### config.mk
export PLATFORM = sky130hd
export DESIGN_NAME = mux2_arb
export DESIGN_NICKNAME = d
export VERILOG_FILES = /design/src/rtl/mux2_arb.sv
export SDC_FILE = /design/constraint.sdc
export NUM_CORES = 1
export LEC_CHECK = 0
export ABC_AREA = 1
export BUFFER_PORTS_ARGS = -buffer_cell sky130_fd_sc_hd__buf_2
export CAP_MARGIN = 10
export CORE_UTILIZATION = 58
export CTS_BUF_LIST = sky130_fd_sc_hd__clkbuf_8
export DETAILED_ROUTE_END_ITERATION = 8
export PLACE_DENSITY = 0.79
export SETUP_SLACK_MARGIN = 0.15
export SLEW_MARGIN = 5
export SYNTH_ARGS = -nofsm -noshare
export SYNTH_HDL_FRONTEND = slang
export SYNTH_SLANG_ARGS = --single-unit
export TNS_END_PERCENT = 50
### constraint.sdc
create_clock -name clk -period 1.5 [get_ports clk]
set_clock_uncertainty 0.15 [all_clocks]
set_input_delay 0.45 -clock clk [delete_from_list [all_inputs] [get_ports clk]]
set_output_delay 0.45 -clock clk [all_outputs]
set_load 0.01 [all_outputs]
### src/rtl/mux2_arb.sv
// Round-robin arbiter with burst limit driving the 4-phase control channel of a mux2.
// All asynchronous inputs are synchronized; a post-handshake gap masks stale requests.
module mux2_arb #(
    parameter int unsigned SYNC  = 2,
    parameter int unsigned BURST = 4
) (
    input  logic clk,
    input  logic rst,
    input  logic req0_i,
    input  logic req1_i,
    output logic rctl_o,
    output logic dctl_o,
    input  logic actl_i,
    output logic busy_o,
    output logic last_o
);

    localparam logic [3:0] BurstCnt = 4'(BURST);
    localparam logic [2:0] GapLoad  = 3'(SYNC + 1);

    typedef enum logic [1:0] {StIdle, StReq, StRtz, StGap} state_e;

    state_e          state_q, state_d;
    logic [SYNC-1:0] sync0_q, sync1_q, synca_q;
    logic            s0, s1, sa;
    logic            rctl_q, rctl_d;
    logic            dctl_q, dctl_d;
    logic            busy_q, busy_d;
    logic            last_q, last_d;
    logic [3:0]      cnt_q, cnt_d;
    logic [2:0]      gap_q, gap_d;
    logic            pick;

    assign s0 = sync0_q[SYNC-1];
    assign s1 = sync1_q[SYNC-1];
    assign sa = synca_q[SYNC-1];

    always_ff @(posedge clk or negedge rst) begin
        if (!rst) begin
            sync0_q <= '0;
            sync1_q <= '0;
            synca_q <= '0;
        end else begin
            sync0_q <= {sync0_q[SYNC-2:0], req0_i};
            sync1_q <= {sync1_q[SYNC-2:0], req1_i};
            synca_q <= {synca_q[SYNC-2:0], actl_i};
        end
    end

    // cnt_q==0 only out of reset: no history yet, so the tie goes against last_q (channel 0).
    always_comb begin
        pick = s1;
        if (s0 && s1) begin
            pick = (cnt_q != 4'd0 && cnt_q < BurstCnt) ? last_q : ~last_q;
        end
    end

    always_comb begin
        state_d = state_q;
        rctl_d  = rctl_q;
        dctl_d  = dctl_q;
        last_d  = last_q;
        cnt_d   = cnt_q;
        gap_d   = gap_q;
        unique case (state_q)
            StIdle: begin
                if (s0 || s1) begin
                    dctl_d  = pick;
                    rctl_d  = 1'b1;
                    state_d = StReq;
                end
            end
            StReq: begin
                if (sa) begin
                    rctl_d  = 1'b0;
                    state_d = StRtz;
                end
            end
            StRtz: begin
                if (!sa) begin
                    if (dctl_q == last_q) begin
                        cnt_d = (cnt_q < BurstCnt) ? cnt_q + 4'd1 : cnt_q;
                    end else begin
                        cnt_d = 4'd1;
                    end
                    last_d  = dctl_q;
                    gap_d   = GapLoad;
                    state_d = StGap;
                end
            end
            StGap: begin
                gap_d = gap_q - 3'd1;
                if (gap_q == 3'd1) begin
                    state_d = StIdle;
                end
            end
            default: state_d = StIdle;
        endcase
        busy_d = (state_d != StIdle);
    end

    always_ff @(posedge clk or negedge rst) begin
        if (!rst) begin
            state_q <= StIdle;
            rctl_q  <= 1'b0;
            dctl_q  <= 1'b0;
            busy_q  <= 1'b0;
            last_q  <= 1'b1;
            cnt_q   <= 4'd0;
            gap_q   <= 3'd0;
        end else begin
            state_q <= state_d;
            rctl_q  <= rctl_d;
            dctl_q  <= dctl_d;
            busy_q  <= busy_d;
            last_q  <= last_d;
            cnt_q   <= cnt_d;
            gap_q   <= gap_d;
        end
    end

    assign rctl_o = rctl_q;
    assign dctl_o = dctl_q;
    assign busy_o = busy_q;
    assign last_o = last_q;

endmodule
Word level (Yosys, flattened, before mapping)
Cells that the tools add are included.
- equality and inequality tests: 9
- add/subtract/negate cells: 2
- bitwise operators: 2
- $lt $le $gt $ge: 1
- reduce and logical (&&, ||, !) cells: 13
- mux-type cells: 14
- operators with widths (operator ; number):
    $mux W2 ; 4
    $mux W4 ; 2
    $pmux W2 S4 ; 1
    $ne A2 B2 Y1 const B ; 3
    $pmux W3 S2 ; 1
    $reduce_and A2 Y1 ; 3
    $reduce_and A3 Y1 ; 2
    $reduce_bool A2 Y1 ; 3
    $add A4 B1 Y4 const B ; 1
    $eq A2 B2 Y1 const B ; 2
    $lt A4 B3 Y1 const B ; 1
    $mux W1 ; 4
    $reduce_bool A4 Y1 ; 1
    $eq A3 B1 Y1 const B ; 1
    $mux W3 ; 1
    $sub A3 B1 Y3 const B ; 1
    $eq A2 B1 Y1 const B ; 1
    $logic_and A1 B1 Y1 ; 2
    $logic_not A2 Y1 ; 1
    $ne A2 B1 Y1 const B ; 1
    $not A1 Y1 ; 2
    $pmux W1 S2 ; 1
    $eq A1 B1 Y1 ; 1
    $logic_or A1 B1 Y1 ; 1
- logic and storage cells: 51
- bits of input ports: 5
- bits in registers: 19
- output and inout bits: 4

Depth between registers and ports, before layout
- depth in word-level cells: 4
- gate-level depth with buffers: 8
- gate-level depth less buffers: 8

Least setup slack after synthesis
OpenSTA, ideal clock, no wires.
- path type: register -> register
- start: reg gap_q[0]
- end: reg gap_q[2]
- slack: 0.272 ns
- buffers on the path: 0
- clock period less this slack: 1.228 ns
- setup time: 0.116 ns
- required time: 1.234 ns
- arrival time: 0.961 ns
- cell stages (with the launch flop): 6
- cell sequence: dfrtp_1 > inv_1 > ha_1 > or2_2 > nand3_1 > nand2_1
- cells in the longest elaborated chain, start to end: 2
- ends and longest elaborated chain (element ; line ; source):
    start: declaration ; 31 ; logic [2:0] gap_q, gap_d;
    start signal: assignment ; 118 ; gap_q <= gap_d;
    $sub A3 B1 Y3 ; 92 ; gap_d = gap_q - 3'd1;
    $pmux W3 S2 ; 65 ; unique case (state_q)
No other way between the ends.
A chain may end at the register's enable or synchronous reset.

Worst setup path after layout
- start: reg last_q (netlist: last_o)
- end: out last_o
- RTL lines (element ; line ; source):
    start: declaration ; 29 ; logic last_q, last_d;
    start signal: assignment ; 116 ; last_q <= last_d;
    end: declaration ; 15 ; output logic last_o
No word-level cell between the ends.

==> flow_metrics.env <==
export IMPL_grt_max_degree=20
export IMPL_max_cap_violations=0
export IMPL_overflow=0
export IMPL_insertion_delay_ns=0.26
export IMPL_cts_made_buffers=3
export IMPL_r2r_start="last_o"
export IMPL_cts_tree="done"
export IMPL_fmax_ghz=0.6670
export IMPL_gp_congestion=0.7964
export IMPL_crit_family="flip-flops"
export IMPL_cts_sinks=19
export IMPL_outcome="complete, no violations"
export IMPL_vias=633
export IMPL_grt_antenna_before_repair=0
export IMPL_slew_headroom_pct=73.36
export IMPL_drt_vias_per_instance=5.231
export IMPL_core_area_um2=1318
export IMPL_grt_use_total_pct=22.92
export IMPL_worstPathRequired_ns=0.90
export IMPL_remaining_drc_errors=0
export IMPL_crit_path_max_fanout=2
export IMPL_fin_cells=121
export IMPL_synth_cell_type_count=19
export IMPL_yosysTopAreaCell="dfrtp_1"
export IMPL_wl_per_cell_um=11.82
export IMPL_rr_worst_depth=8
export IMPL_port_buffers=8
export IMPL_cpPeakStageDelay_ns=0.54
export IMPL_muxShareOfSynthArea_pct=0
export IMPL_path_buf_inv=1
export IMPL_critPathCaptureType="output pin"
export IMPL_leakage_uw=0.0005148
export IMPL_synth_compound_area_share_pct=4.783
export IMPL_die_area_um2=1599
export IMPL_synth_top_area_share_pct=53.81
export IMPL_dieHeight_um=39.99
export IMPL_finalSetupViolations=0
export IMPL_final_util_pct=75.31
export IMPL_finalCritPeriodShare_pct=99.95
export IMPL_finalNetCount=116
export IMPL_min_from="actl_i"
export IMPL_rsz0062_at_grt="yes"
export IMPL_power_density_nw_per_um2=1892
export IMPL_syn_inst=91
export IMPL_yosys_top_cells_count="27 x nand2_1, 18 x dfrtp_1, 12 x inv_1"
export IMPL_cts_root_buffer_cell="clkbuf_8"
export IMPL_startpoint_type="register"
export IMPL_yosysMostFrequentCell="nand2_1"
export IMPL_drv_slew=0
export IMPL_synth_nets=100
export IMPL_worstSetupStartpoint="last_o"
export IMPL_n_fill_cell=88
export IMPL_place_inst=114
export IMPL_drive_gt1_share_pct=27.36
export IMPL_start_util_pct=63.53
export IMPL_num_rows=13
export IMPL_pin_count=9
export IMPL_finalHoldViolations=0
export IMPL_path_class="reg -> out"
export IMPL_hpwl_um=981.5
export IMPL_ys_seq_elements=19
export IMPL_slowest_stage="dfstp_2"
export IMPL_synth_xor_area_share_pct=0
export IMPL_cts_reportedPaths_clkPinSlew_ns=0.07
export IMPL_worstPathArrival_ns=0.90
export IMPL_synthAdderAreaFrac_pct=5.979
export IMPL_synthArstFlopShare_pct=100.0
export IMPL_hold_depth=1
export IMPL_grt_first_pass_wirelength_um=2283
export IMPL_seq_area_frac_synth_pct=56.95
export IMPL_ys_warn_count=0
export IMPL_cp_cell_sequence="buf_6"
export IMPL_hp_class="in -> reg"
export IMPL_grt_pass1_vias=569
export IMPL_drt_initial_drc_count=11
export IMPL_synthTopCellsByArea="dfrtp_1 54%, nand2_1 12%, ha_1 6.0%, inv_1 5.4%, nand3_1 4.2%"
export IMPL_areaGrowthSynthToFinish_pct=18.54
export IMPL_syn_avg_cell_area_um2=9.198
export IMPL_die_w_um=39.99
export IMPL_crit_cells=1
export IMPL_yosys_most_used_dff="dfrtp_1"
export IMPL_dr_pass1_iters=4
export IMPL_netlist_area_um2=837.1
export IMPL_min_period_ns=1.499
export IMPL_synth_edf_count=0
export IMPL_detail_route_antenna_nets=0
export IMPL_peakVddDrop_mv=1.224
export IMPL_synth_top_family_by_area="simple AND/OR/NAND/NOR gates"
export IMPL_clock_path_buffers=2
export IMPL_synthSimpleGateAreaFrac_pct=26.46
export IMPL_cts_max_level=1
export IMPL_worst_slew_pin_slew_ns=0.3995
export IMPL_wl_um=1430
export IMPL_diodes=0
==> metal layers <==
metal | track usage, % | routed length [um]
met1 | 28.47 | 650
met2 | 35.48 | 688
met3 | 5.000 | 53
met4 | 15.52 | 37
met5 | 0 | 0
==> final timing paths <==
check	end	slack, ns
min in group asynchronous	rctl_o	0.50
hold reg to reg	sync0_q[1]	0.20
max in group asynchronous	last_o	0.38
hold / removal	synca_q[0]	0.14
setup / recovery	last_o	0.0007
setup reg to reg	cnt_q[0]	0.15
==> stage by stage <==
| stage | total power, uW | setup TNS [ns] | hold slack [ns] | cell area [um2] | worst slack, ns |
|---|---|---|---|---|---|
| floorplan | 1242 | 0 | 0.004409 | 837.1 | 0.2721 |
| global placement | 1375 | 0 | 0.1835 | 895.9 | 0.2410 |
| detailed placement | 1426 | 0 | 0.1871 | 895.9 | 0.2002 |
| CTS | 1825 | -0.002527 | 0.1413 | 965.9 | -0.002527 |
| global route | 2022 | -0.02242 | 0.1376 | 992.2 | -0.02242 |
| finish | 1878 | 0 | 0.1403 | 992.2 | 0.0006903 |
==> where the power goes <==
group          leakage [uW]  total (uW)  switching (uW)  internal (uW)
Clock             0.0000255         359             174            185
Combinational      0.000268         722             411            311
Sequential         0.000221         796             128            668
Total              0.000515        1880             714           1160
==> flip-flops by register name, indices dropped and copies added, names as in the netlist <==
signal   flops
cnt_q        4
gap_q        3
state_q      2
sync0_q      2
sync1_q      2
synca_q      2
busy_o       1
dctl_o       1
last_o       1
rctl_o       1
==> cells in the final DEF (no fill, tap or decap), drive strengths merged <==
| cell | netlist | routed |
|---|---|---|
| ha | 4 | 4 |
| clkinv | 0 | 1 |
| nor2 | 6 | 6 |
| nand4 | 1 | 1 |
| or2 | 1 | 1 |
| o21ai | 5 | 5 |
| dlygate4sd3 | 0 | 1 |
| nor3b | 1 | 1 |
| dfstp | 1 | 1 |
| a21boi | 1 | 1 |
| inv | 13 | 13 |
| nand3 | 7 | 7 |
| buf | 0 | 10 |
| dfrtp | 18 | 18 |
| nand2 | 31 | 31 |
| a22oi | 1 | 1 |
| nand3b | 1 | 1 |
| clkbuf | 0 | 3 |
==> area by class of cell <==
type | instances | area (um2) | share of cell area [%]
inverters | 13 | 48.80 | 4.918
multi-input cells | 59 | 322.8 | 32.53
flip-flops and latches | 19 | 478.0 | 48.17
clock inverters | 1 | 5.005 | 0.5044
repair buffers | 11 | 77.57 | 7.818
clock buffers | 3 | 41.29 | 4.161
well taps | 15 | 18.77 | 1.892
==> cells by family (layout without fill, tap and decap cells) <==
logic type                 Yosys count  after routing
and+or+nand+nor                     48             48
AOI/OAI and AO/OA                    7              7
DFF                                 19             19
adders and majority gates            4              4
buffers and inverters               13             28
==> what timing repair did <==
| item | CTS | global route |
|---|---|---|
| hold buffers | 1 | 0 |
| setup endpoints to repair | 3 | 10 |
| pin swaps | 0 | 1 |
| endpoints found under the hold margin | 18 | 0 |
| gates resized for setup | 2 | 6 |
| buffers inserted | 1 | 1 |
Note: power is estimated with default switching activity, not from simulation.
